### src/rtl/out_xor_reduce.sv
// out_xor_reduce: output-compaction stage that sits between an HLS kernel's output streams and
// the board pins.
//
// Operation:
//   - NUM_CH write-strobed streams are folded through a 3-stage pipeline into a single
//     OUT_WIDTH-bit XOR word.
//   - When the macro OUT_XOR_REDUCE_SIG_EN is defined, the block also computes a per-run
//     signature. The signature is a rotating-XOR accumulator plus a saturating beat counter,
//     framed by ap_start/ap_done and reported once per run.
//
// Parameters:
//   NUM_CH     number of kernel output streams (1..16)
//   DIN_WIDTH  width of each stream word; must be a multiple of OUT_WIDTH
//   OUT_WIDTH  width of the folded word
//   SIG_WIDTH  signature width; must be >= OUT_WIDTH
//   CNT_WIDTH  beat-counter width
//
// Ports:
//   ap_clk, ap_rst_n  kernel clock; asynchronous active-low reset
//   ap_start          kernel start level
//   ap_done           kernel done pulse (1 cycle)
//   ch_din            stream words; channel k occupies [k*DIN_WIDTH +: DIN_WIDTH]
//   ch_write          per-channel write strobe
//   data_out          folded word
//   data_valid        data_out qualifier
//   sig_out           run signature
//   sig_count         beats counted in the run
//   sig_valid         one-cycle pulse; sig_out and sig_count are final
//   busy              high in RUN and DRAIN
module out_xor_reduce #(
  parameter int unsigned NUM_CH    = 2,
  parameter int unsigned DIN_WIDTH = 32,
  parameter int unsigned OUT_WIDTH = 4,
  parameter int unsigned SIG_WIDTH = 16,
  parameter int unsigned CNT_WIDTH = 16
) (
  input  logic                        ap_clk,
  input  logic                        ap_rst_n,
  input  logic                        ap_start,
  input  logic                        ap_done,
  input  logic [NUM_CH*DIN_WIDTH-1:0] ch_din,
  input  logic [NUM_CH-1:0]           ch_write,
  output logic [OUT_WIDTH-1:0]        data_out,
  output logic                        data_valid,
  output logic [SIG_WIDTH-1:0]        sig_out,
  output logic [CNT_WIDTH-1:0]        sig_count,
  output logic                        sig_valid,
  output logic                        busy
);

  localparam int unsigned NumChunks = DIN_WIDTH / OUT_WIDTH;

  logic [NUM_CH-1:0][OUT_WIDTH-1:0] fold1_d, fold1_q;
  logic [NUM_CH-1:0]                v1_q;
  logic [OUT_WIDTH-1:0]             xor2_d, xor2_q;
  logic                             v2_q;
  logic [OUT_WIDTH-1:0]             data_out_q;
  logic                             data_valid_q;

  // Stage 1 comb: fold each channel word down to OUT_WIDTH bits.
  always_comb begin
    fold1_d = '0;
    for (int unsigned k = 0; k < NUM_CH; k++) begin
      for (int unsigned c = 0; c < NumChunks; c++) begin
        fold1_d[k] = fold1_d[k] ^ ch_din[k*DIN_WIDTH + c*OUT_WIDTH +: OUT_WIDTH];
      end
    end
  end

  // Stage 2 comb: combine only the channels that were written.
  always_comb begin
    xor2_d = '0;
    for (int unsigned k = 0; k < NUM_CH; k++) begin
      if (v1_q[k]) xor2_d = xor2_d ^ fold1_q[k];
    end
  end

  always_ff @(posedge ap_clk or negedge ap_rst_n) begin
    if (!ap_rst_n) begin
      fold1_q      <= '0;
      v1_q         <= '0;
      xor2_q       <= '0;
      v2_q         <= 1'b0;
      data_out_q   <= '0;
      data_valid_q <= 1'b0;
    end else begin
      fold1_q      <= fold1_d;
      v1_q         <= ch_write;
      xor2_q       <= xor2_d;
      v2_q         <= |v1_q;
      data_out_q   <= xor2_q;
      data_valid_q <= v2_q;
    end
  end

  assign data_out   = data_out_q;
  assign data_valid = data_valid_q;

`ifdef OUT_XOR_REDUCE_SIG_EN
  typedef enum logic [1:0] {StIdle, StRun, StDrain, StDone} state_e;

  state_e               state_q;
  logic [1:0]           drain_q;
  logic                 tag1_q, tag2_q, tag3_q;
  logic [SIG_WIDTH-1:0] sig_q;
  logic [CNT_WIDTH-1:0] cnt_q;
  logic                 busy_q;
  logic                 sig_valid_q;

  always_ff @(posedge ap_clk or negedge ap_rst_n) begin
    if (!ap_rst_n) begin
      state_q     <= StIdle;
      drain_q     <= '0;
      tag1_q      <= 1'b0;
      tag2_q      <= 1'b0;
      tag3_q      <= 1'b0;
      sig_q       <= '0;
      cnt_q       <= '0;
      busy_q      <= 1'b0;
      sig_valid_q <= 1'b0;
    end else begin
      // Beats are tagged when sampled, so writes in the ap_done cycle still count.
      tag1_q      <= (state_q == StRun) & (|ch_write);
      tag2_q      <= tag1_q;
      tag3_q      <= tag2_q;
      sig_valid_q <= 1'b0;

      if (data_valid_q && tag3_q) begin
        sig_q <= ((sig_q << 1) | (sig_q >> (SIG_WIDTH - 1))) ^ SIG_WIDTH'(data_out_q);
        if (cnt_q != '1) cnt_q <= cnt_q + CNT_WIDTH'(1);
      end

      unique case (state_q)
        StIdle: begin
          // ap_done is deliberately ignored here, even alongside ap_start.
          if (ap_start) begin
            state_q <= StRun;
            busy_q  <= 1'b1;
            sig_q   <= '0;
            cnt_q   <= '0;
          end
        end
        StRun: begin
          if (ap_done) begin
            state_q <= StDrain;
            drain_q <= 2'd2;
          end
        end
        StDrain: begin
          // Three cycles let the last tagged beat clear the pipeline.
          if (drain_q == 2'd0) begin
            state_q     <= StDone;
            busy_q      <= 1'b0;
            sig_valid_q <= 1'b1;
          end else begin
            drain_q <= drain_q - 2'd1;
          end
        end
        StDone: state_q <= StIdle;
        default: state_q <= StIdle;
      endcase
    end
  end

  assign sig_out   = sig_q;
  assign sig_count = cnt_q;
  assign sig_valid = sig_valid_q;
  assign busy      = busy_q;
`else
  logic unused_ctrl;
  assign unused_ctrl = ap_start ^ ap_done;

  assign sig_out   = '0;
  assign sig_count = '0;
  assign sig_valid = 1'b0;
  assign busy      = 1'b0;
`endif

endmodule

### config.mk
export PLATFORM = sky130hd
export DESIGN_NAME = out_xor_reduce
export DESIGN_NICKNAME = d
export VERILOG_FILES = /design/src/rtl/out_xor_reduce.sv
export SDC_FILE = /design/constraint.sdc
export NUM_CORES = 1
export LEC_CHECK = 0
export ABC_AREA = 1
export CORE_MARGIN = 2
export CORE_UTILIZATION = 30
export CTS_CLUSTER_SIZE = 12
export DETAILED_ROUTE_END_ITERATION = 16
export HOLD_SLACK_MARGIN = 0.06
export PLACE_DENSITY = 0.62
export SETUP_SLACK_MARGIN = 0.3
export SLEW_MARGIN = 0
export SYNTH_ARGS = -nofsm -noshare
export SYNTH_HDL_FRONTEND = slang
export SYNTH_SLANG_ARGS = --single-unit
### constraint.sdc
create_clock -name ap_clk -period 1.95 [get_ports ap_clk]
set_input_delay 0.195 -clock ap_clk [delete_from_list [all_inputs] [get_ports ap_clk]]
set_output_delay 0.195 -clock ap_clk [all_outputs]
set_load 0.005 [all_outputs]
==> reports/metrics.yaml <==
synthesis:
  synth_cell_type_count: 12
  synth_top_area_frac: 0.272
  netlist_area_sq_um: 1840
  yosys-top-cells-area: "dfrtp_1 27%, nand2_1 16%, buf_4 14%, nand2_2 14%, inv_1 11%"
  synth.top_cells.by_count: "80 x nand2_1, 56 x inv_1, 40 x nand2_2, 34 x buf_4, 24 x nand3_1"
  synth-edff-count: 0
  yosysWarnings: 0
  yosysMostFrequentCell: "nand2_1"
  avgSynthCellArea_sq_um: 6.49
  yosysTopAreaCell: "dfrtp_1"
  synth_ff_type: "dfrtp_1"
  synth-async-reset-ratio: 1.00
  seq_area_frac_synth: 0.272
  synthCells: 284
  ys_ff_latch: 20
grt:
  grt_overflow: 0
  antenna_found_initial: 0
  grt_pass1_wl_um: 4700
  grt_max_degree: 21
  grt_usage: 0.0843
  grt_pass1_vias: 1318
power:
  seqPwrFrac: 0.396
  p_clk_frac: 0.235
  pwr_density_cell_nw_per_um2: 495
  switchingPower_mw: 0.354
  combPwrFrac: 0.369
  cellLeakagePower_nw: 1.47
  internal_power_mw: 0.927
  irDropWorstVdd_uv: 341
  switching_share: 0.276
flow_run:
  drv_cap: 0
timing:
  drv_slew: 0
  fin_crit_sh: 0.647
  clock.fmax_mhz: 792
  hold_viol_final: 0
  rsz0062_at_grt: "no"
  clock_skew_ns: 0.000542
  tns_ns: 0
  min_period_ns: 1.26
  setup-violations-final: 0
clock_network:
  cts_resized: 0
  cts_setup_buffers: 0
  cts-buffers-inserted: 3
  cts_hold_buf: 0
  path_clk_slew_ns: 0.07
  cts_htree_levels: 1
  clkLatencyLatePin_ns: 0.25
  cts-root-buf: "clkbuf_8"
  clock_path_buffers: 2
  clock_sinks: 20
  cts_tree: "built"
worst_setup_path:
  worstPathRequired_ns: 1.75
  end_kind: "primary output"
  cp.arrival_ns: 1.07
  path_buf_inv: 1
  cp_cell_sequence: "clkdlybuf4s50_1"
  path_delay_family: "buffers and inverters"
  max_stage_delay_ns: 0.49
  critPathMaxFanout: 1
  critPathLaunchType: "flop"
  worstSetupPathType: "reg2out"
  crit_slowest_cell: "clkdlybuf4s50_1"
floorplan:
  ios: 109
  die_x_um: 82.4
  die_y_um: 82.4
  rows: 28
  initial_core_util: 0.311
  die-area_sq_um: 6780
  core_sq_um: 5920
detailed_routing:
  drtIter0Drc: 34
  viasPerCell: 3.71
  wl_per_cell_um: 6.62
  first_pass_iters: 3
  detail-route-antenna-nets: 0
  finalWirelength_um: 2880
  drc: 0
  vias: 1616
finish:
  diodes: 0
  final_area_sq_um: 2590
  area_growth_pct: 40.5
  layout-drive-gt1-share: 0.150
  fin_nets: 431
placed_design:
  dpl.hpwl_um: 2690
  gpl.final_weighted_congestion: 0.712
  port-buffer-count: 72
  dpl_cell_area_sq_um: 2530
hold_path:
  hold_class: "in2async"
status:
  outcome: "complete, no violations"
[per-stage QoR]
step                       util  setup WS [ns]  total power [mW]  hold slack (ns)  cells
after floorplan               -           1.15             0.811           -0.101    317
after global placement    0.428          0.607             0.986            0.332    431
after detailed placement  0.428          0.595             0.996            0.336    431
after CTS                 0.437          0.670              1.30            0.290    435
after global routing      0.437          0.638              1.38            0.299    435
final                     0.437          0.688              1.28            0.281    435
[layer usage]
metal,vias up,wire length [um],share of wire,global-route usage
met5,-,0,0,0
met4,0,21,0.0073,0.0200
met3,2,219,0.076,0.0130
met2,51,1480,0.51,0.165
met1,651,1160,0.40,0.0936
li1,912,-,-,-
[placed cells by master, fill, tap and decap left out]
cell             instances
nand2_2                 40
conb_1                  34
xor2_1                  11
clkbuf_8                 4
clkdlybuf4s50_1         72
buf_4                    1
nand2_1                 80
inv_1                   56
xnor2_1                  1
or2_2                    1
nand3_1                 24
dfrtp_1                 20
nand3b_1                 8
inv_2                    8
[registers in the layout, indices dropped and copies added, names as in the netlist]
register	count
v1_q	2
data_valid	1
v2_q	1
xor2_q	4
fold1_q	8
data_out	4
[final timing paths]
kind	startpoint	end	slack, ns	cells past startpoint
setup / recovery	data_out[0]$_DFF_PN0_	data_out[0]	0.69	1
hold / removal	ap_rst_n	data_out[2]$_DFF_PN0_	0.28	2
setup reg to reg	v1_q[0]$_DFF_PN0_	v2_q$_DFF_PN0_	1.12	1
hold reg to reg	v2_q$_DFF_PN0_	data_valid$_DFF_PN0_	0.35	0
max in group asynchronous	ap_rst_n	fold1_q[7]$_DFF_PN0_	1.47	2
min in group ap_clk	v2_q$_DFF_PN0_	data_valid$_DFF_PN0_	0.35	0
[cell families after synthesis]
logic type,after synthesis,share of synthesized area
XOR/XNOR,12,0.0571
buffers and inverters,98,0.269
flip-flops,20,0.272
other,1,0.00204
AND/OR/NAND/NOR,153,0.400
[power by group through the flow]
stage	sequential [mW]	clock, mW	combinational, mW
floorplan	0.516	0	0.296
global placement	0.514	0	0.471
detailed placement	0.517	0	0.479
CTS	0.509	0.313	0.480
global route	0.513	0.327	0.541
finish	0.507	0.301	0.473
[final cells by class]
class	instances	area, sq um
Clock buffer	4	55.1
Fill cell	607	3330
Inverter	64	240
Multi-Input combinational cell	199	970
Sequential cell	20	500
Tap cell	75	93.8
Timing Repair Buffer	73	728
No activity file was read; power rests on OpenSTA's default activity.
